`config.mk`:
```
export PLATFORM = sky130hd
export DESIGN_NAME = mips_alu
export DESIGN_NICKNAME = d
export VERILOG_FILES = /design/src/rtl/mips_alu_pkg.sv /design/src/rtl/mips_alu_core.sv /design/src/rtl/mips_alu.sv
export SDC_FILE = /design/constraint.sdc
export NUM_CORES = 1
export LEC_CHECK = 0
export ABC_AREA = 1
export CAP_MARGIN = 0
export CORE_UTILIZATION = 47
export CTS_CLUSTER_DIAMETER = 40
export DETAILED_ROUTE_END_ITERATION = 8
export PLACE_DENSITY = 0.77
export SYNTH_ARGS = -nofsm -noshare
export SYNTH_HDL_FRONTEND = slang
export SYNTH_SLANG_ARGS = --single-unit
export TNS_END_PERCENT = 30
```
`constraint.sdc`:
```
create_clock -name clk -period 1.76 [get_ports clk]
set_input_delay 0.44 -clock clk [delete_from_list [all_inputs] [get_ports clk]]
set_output_delay 0.44 -clock clk [all_outputs]
set_load 0.01 [all_outputs]
```
`src/rtl/mips_alu_pkg.sv`:
```
// Shared ALU control encodings and small helpers for the MIPS-style execute-stage ALU.
// Used by the ALU itself and by the ALU control decoder.
package mips_alu_pkg;

  localparam logic [3:0] ALU_AND = 4'b0000;
  localparam logic [3:0] ALU_OR  = 4'b0001;
  localparam logic [3:0] ALU_ADD = 4'b0010;
  localparam logic [3:0] ALU_SUB = 4'b0110;
  localparam logic [3:0] ALU_SLT = 4'b0111;
  localparam logic [3:0] ALU_NOR = 4'b1100;

  // True when alu_ctl names one of the implemented operations.
  function automatic logic is_legal_op(input logic [3:0] ctl);
    logic legal;
    case (ctl)
      ALU_AND, ALU_OR, ALU_ADD, ALU_SUB, ALU_SLT, ALU_NOR: legal = 1'b1;
      default:                                             legal = 1'b0;
    endcase
    return legal;
  endfunction

endpackage : mips_alu_pkg

```
`src/rtl/mips_alu_core.sv`:
```
// Combinational ALU datapath: selects one operation by alu_ctl and derives the zero flag.
// Unimplemented codes produce a defined zero result.
module mips_alu_core
  import mips_alu_pkg::*;
#(
  parameter int WIDTH = 8
) (
  input  logic [WIDTH-1:0] a,
  input  logic [WIDTH-1:0] b,
  input  logic [3:0]       alu_ctl,
  output logic [WIDTH-1:0] result,
  output logic             zero
);

  logic [WIDTH-1:0] slt_one_s;
  logic             a_lt_b_s;

  assign slt_one_s = {{(WIDTH-1){1'b0}}, 1'b1};
  // Signed compare rather than the sign of a-b, which is wrong on overflow.
  assign a_lt_b_s  = ($signed(a) < $signed(b));

  // Operation select.
  always_comb begin
    result = {WIDTH{1'b0}};
    case (alu_ctl)
      ALU_AND: result = a & b;
      ALU_OR:  result = a | b;
      ALU_ADD: result = a + b;
      ALU_SUB: result = a - b;
      ALU_SLT: begin
        if (a_lt_b_s) begin
          result = slt_one_s;
        end else begin
          result = {WIDTH{1'b0}};
        end
      end
      ALU_NOR: result = ~(a | b);
      default: result = {WIDTH{1'b0}};
    endcase
  end

  assign zero = (result == {WIDTH{1'b0}});

endmodule : mips_alu_core

```
`src/rtl/mips_alu.sv`:
```
// Execute-stage ALU: registers the core result and zero flag, one clock of latency,
// with synchronous active-low reset.
module mips_alu
  import mips_alu_pkg::*;
#(
  parameter int WIDTH = 8
) (
  input  logic             clk,
  input  logic             rst_n,
  input  logic [WIDTH-1:0] a,
  input  logic [WIDTH-1:0] b,
  input  logic [3:0]       alu_ctl,
  output logic [WIDTH-1:0] alu_out,
  output logic             zero
);

  logic [WIDTH-1:0] result_s;
  logic             zero_s;

  mips_alu_core #(.WIDTH(WIDTH)) u_core (
    .a       (a),
    .b       (b),
    .alu_ctl (alu_ctl),
    .result  (result_s),
    .zero    (zero_s)
  );

  // Output register; reset drops any in-flight result.
  always_ff @(posedge clk) begin
    if (!rst_n) begin
      alu_out <= {WIDTH{1'b0}};
      zero    <= 1'b1;
    end else begin
      alu_out <= result_s;
      zero    <= zero_s;
    end
  end

endmodule : mips_alu

```
Word-level counts from Yosys, hierarchy flattened
Index checks and enable logic that the tools add are counted.
{ "word_totals": {"ff_bits": 9} }
{ "classes": {"n_eq_ne": 5, "n_addsub": 2, "n_reduce_logical": 2, "order_cmp": 1, "n_mux": 2, "bitwise": 3} }
{ "ops": {"columns": ["operator", "n"], "rows": [
  ["$pmux 8 s6", 1],
  ["$add 8x8->8", 1],
  ["$and 8x8->8", 1],
  ["$eq 4x3->1 const B", 2],
  ["$logic_not 8->1", 1],
  ["$lt 8x8->1", 1],
  ["$not 8->8", 1],
  ["$or 8x8->8", 1],
  ["$sub 8x8->8", 1],
  ["$eq 4x1->1 const B", 1],
  ["$eq 4x2->1 const B", 1],
  ["$eq 4x4->1 const B", 1],
  ["$logic_not 4->1", 1],
  ["$mux 1", 1]
]} }

Depth between registers and ports, before layout
{ "logic_depth": {"depth_word": 4, "depth_mapped": 15, "ltp_nobuf": 15} }

Modules after synthesis
A second synthesis with hierarchy kept.
{ "hier_totals": {"cells_unflattened": 265, "area_unflattened_um2": 1550.2} }
{ "modules_own_cells": {"columns": ["mod", "n_inst", "cells_per_inst", "area_per_inst_um2"], "rows": [
  ["mips_alu_core", 1, 237, 1291.2],
  ["mips_alu", 1, 28, 259.0]
]} }

Worst setup path after synthesis
Ideal clock, no wire load.
{ "synth_timing": {"path_type": "input to register", "startpoint": "in a[0]", "endpoint": "reg zero", "arrival_ps": 1802, "required_time_ps": 1702, "cell_stages": 12, "path_buffers": 0, "slack_ps": -100, "cell_sequence": "inv_1 > ha_1 > fa_1 > inv_1 > nand2_1 > a21oi_1 > nor2_1 > nor2_1 > nand3_1 > nor2_1 > nand3_1 > nand2_1"} }
{ "synth_between": {"elab_chain_len": 4} }
{ "synth_lines": {"columns": ["element", "line", "rtl"], "rows": [
  ["start, declared", "mips_alu.sv:10", "input logic [WIDTH-1:0] a,"],
  ["$lt 8x8->1 or $or 8x8->8 (tied branches)", "mips_alu_core.sv:20, mips_alu_core.sv:27, mips_alu_core.sv:37", null],
  ["$mux 1 or $not 8->8 (tied branches)", "mips_alu_core.sv:31, mips_alu_core.sv:37", null],
  ["$pmux 8 s6 (*)", "mips_alu_core.sv:25", "case (alu_ctl)"],
  ["$logic_not 8->1 (*)", "mips_alu_core.sv:42", "assign zero = (result == {WIDTH{1'b0}});"],
  ["end signal, assigned", "mips_alu.sv:35", "zero <= zero_s;"],
  ["end, declared", "mips_alu.sv:14", "output logic zero"]
]} }
Mark *: on every way between the ends. The rest lies on a longest branch, timed or not.
A chain may end at the register's enable or synchronous reset.

Worst setup path in the final report
{ "layout_timing": {"startpoint": "in b[3]", "endpoint": "reg zero"} }
{ "layout_between": {"elab_chain_len": 4} }
{ "layout_lines": {"columns": ["element", "line", "rtl"], "rows": [
  ["start, declared", "mips_alu.sv:11", "input logic [WIDTH-1:0] b,"],
  ["$lt 8x8->1 or $or 8x8->8 (tied branches)", "mips_alu_core.sv:20, mips_alu_core.sv:27, mips_alu_core.sv:37", null],
  ["$mux 1 or $not 8->8 (tied branches)", "mips_alu_core.sv:31, mips_alu_core.sv:37", null],
  ["$pmux 8 s6 (*)", "mips_alu_core.sv:25", null],
  ["$logic_not 8->1 (*)", "mips_alu_core.sv:42", null]
]} }
Marked as above.

==> flow_metrics.py <==
metrics = {
    "die": {
        "io_pins": 31,
        "die_w_um": 58.8,
        "core_um2": 3050,
        "dieArea_um2": 3460,
        "fp-row-count": 20,
        "initial_core_util": 0.497,
        "die_y_um": 58.8,
    },
    "timing": {
        "hold_viol_final": 0,
        "rsz0062_at_grt": "yes",
        "tightest_slew_ps": 291,
        "timing.final.crit_share": 0.984,
        "relSlewSlack": 0.805,
        "timing.fmax_mhz": 578,
        "fin_setup_tns_ps": 0,
        "slew_viol_final": 0,
        "fin_crit_ps": 1730,
        "setup_violations": 0,
    },
    "route": {
        "drt_wl_total_mm": 4.38,
        "postRouteAntennaNets": 0,
        "drc": 0,
        "vias": 1883,
        "drtPass1Iterations": 4,
        "avgRoutedWirePerCell_um": 11.4,
        "viasPerCell": 4.90,
        "drt_iter0_drc": 72,
    },
    "critical_path": {
        "path_buf_inv": 3,
        "crit_arrival_ps": 1930,
        "cp_top_family": "simple AND/OR/NAND/NOR gates",
        "critPathLaunchType": "input port",
        "criticalPathCategory": "in2reg",
        "crit_fanout": 6,
        "worstSetupEndpointType": "register",
        "slowest_delay_ps": 320,
        "crit_top_cell": "nand3_1",
        "cpMaxStageDelayCell": "ha_4",
        "crit_path_cell_trace": "dlygate4sd2_1 -> inv_2 -> ha_4 -> inv_6 -> a21oi_4 -> nand3_1 -> nand2_1 -> nor2_2 -> nor2_2 -> nand3_1 -> nor2_1 -> nand3_1 -> nand2_1",
        "worstPathRequired_ps": 1960,
        "worstSetupStartpoint": "b[3]",
    },
    "logic_synthesis": {
        "synthTopCellsByCount": "70 x nand2_1, 50 x inv_1, 40 x nor2_1",
        "dominantRegCellSynth": "dfxtp_1",
        "synth_top_area_frac": 0.214,
        "postSynth.asyncResetShare": 0,
        "synth_cell_types": 23,
        "synth_area_um2": 1520,
        "synth_nets": 313,
        "synth.ff_latch_count": 9,
        "synth_edf_count": 0,
        "yosysSeqAreaShare": 0.119,
        "synth.avg_cell_area_um2": 5.77,
        "yosysWarnings": 0,
        "yosysMostFrequentCell": "nand2_1",
        "synth_cells": 263,
        "netlist_top_cells_area": "ha_1 21%, nand2_1 17%, inv_1 12%, dfxtp_1 12%, nand3_1 11%",
        "synth_largest_area_cell": "ha_1",
    },
    "clock_tree": {
        "cts_buffers": 3,
        "clkTransAtPathRegs_ps": 50,
        "clock_sinks": 9,
        "cts_root_buffer": "clkbuf_4",
        "cts.path.max_buffers": 2,
        "h-tree-depth": 1,
        "cts_tree": "done",
        "hold_buffers": 0,
    },
    "pwr": {
        "p_total_mw": 0.950,
        "switching_power_mw": 0.366,
        "power.share.sequential": 0.231,
        "ir_drop_mv": 0.196,
        "intPower_mw": 0.584,
        "power_density_nw_per_um2": 385,
        "switching_share": 0.386,
        "p_comb_frac": 0.613,
        "leakage_nw": 1.31,
        "clkPwrFrac": 0.157,
    },
    "global_routing": {
        "grt_max_degree": 8,
        "grt.overflow.total": 0,
        "grt_pass1_wl_mm": 6.81,
        "grt_antenna_before_repair": 0,
        "grt_pass1_vias": 1651,
        "grt_use_total": 0.259,
    },
    "min_path": {
        "worstHoldEndpoint": "alu_out[0]$_SDFF_PN0_",
        "hold_path_class": "in2reg",
        "hold_depth": 6,
        "hold_path.startpoint": "alu_ctl[0]",
    },
    "place": {
        "dpl-instance-area_um2": 2210,
        "port_buffers": 30,
        "dp.cells": 379,
        "gp_congestion": 0.920,
        "dp_hpwl_mm": 3.33,
    },
    "status": {
        "status": "complete, no violations",
    },
    "finish": {
        "final_cells": 384,
        "drive_above_1_share": 0.362,
        "fin_nets": 391,
        "antenna_cells": 0,
        "post-route-util": 0.809,
        "final_area_um2": 2470,
        "syn2layout_area_growth_pct": 62.8,
    },
    "job": {
        "cap_violations": 0,
    },
}
stage by stage:
stage | worst slack, ps | hold WS [ps]
final | 28.9 | 737
after global routing | -39.0 | 748
after CTS | 20.6 | 755
after detailed placement | -684 | 1010
after global placement | -643 | 1000
after floorplan | 3.56 | 509
worst max-delay path by stage:
stage / end / slack (ps) / cells past startpoint
after floorplan: zero$_SDFF_PN1_ / 4 / 11
after global placement: zero$_SDFF_PN1_ / -640 / 15
after detailed placement: zero$_SDFF_PN1_ / -680 / 13
after CTS: zero$_SDFF_PN1_ / 20 / 12
after global routing: zero$_SDFF_PN1_ / -40 / 14
final: zero$_SDFF_PN1_ / 30 / 13
placed cells by master (no fill, tap or decap), drive strengths merged, types with 3 or more instances in the layout:
| master | Yosys | final |
|---|---|---|
| a21oi | 10 | 10 |
| clkbuf | 0 | 6 |
| dfxtp | 9 | 9 |
| inv | 52 | 52 |
| ha | 26 | 26 |
| dlymetal6s2s | 0 | 3 |
| nor2 | 40 | 40 |
| dlygate4sd2 | 0 | 10 |
| nand3 | 34 | 34 |
| clkdlybuf4s50 | 0 | 10 |
| nand2 | 71 | 71 |
| nand3b | 5 | 5 |
| buf | 2 | 48 |
state kept, by name, summed over array words and instances (netlist names):
signal and cells:
alu_out 8, zero 1
cell type report:
cell class	count	area [um^2]
Clock buffer	4	26.3
Inverter	52	200
Tap cell	44	55.1
Timing Repair Buffer	75	628
Sequential cell	9	180
Multi-Input combinational cell	200	1380
Fill cell	230	582
repair_timing:
item                       CTS  global route
pin swaps                   24            26
gates cloned                 0             0
gates resized for setup     72            39
setup endpoints to repair    9             4
buffers inserted             1             0
routing by layer:
| metal | share of wire | global-route usage | routed length [um] |
|---|---|---|---|
| met1 | 0.42 | 0.316 | 1860 |
| met2 | 0.52 | 0.472 | 2260 |
| met3 | 0.051 | 0.0220 | 223 |
| met4 | 0.0091 | 0.0850 | 40 |
| met5 | 0 | 0 | 0 |
power by group through the flow:
stage | clock network (mW) | logic (mW) | registers [mW]
detailed placement | 0 | 0.491 | 0.224
floorplan | 0 | 0.261 | 0.231
finish | 0.149 | 0.582 | 0.219
global route | 0.166 | 0.638 | 0.220
global placement | 0 | 0.483 | 0.223
CTS | 0.151 | 0.540 | 0.219
cells by family (layout without fill, tap and decap cells):
logic type / count (synthesis) / count (layout) / share of synthesized area
AND/OR/NAND/NOR: 153 / 153 / 0.425
flip-flops: 9 / 9 / 0.119
buffers and inverters: 54 / 131 / 0.141
AO/OA/AOI/OAI: 19 / 19 / 0.0742
adder cells (fa/ha/maj): 28 / 28 / 0.241
Power figures use the tool's default switching activity.
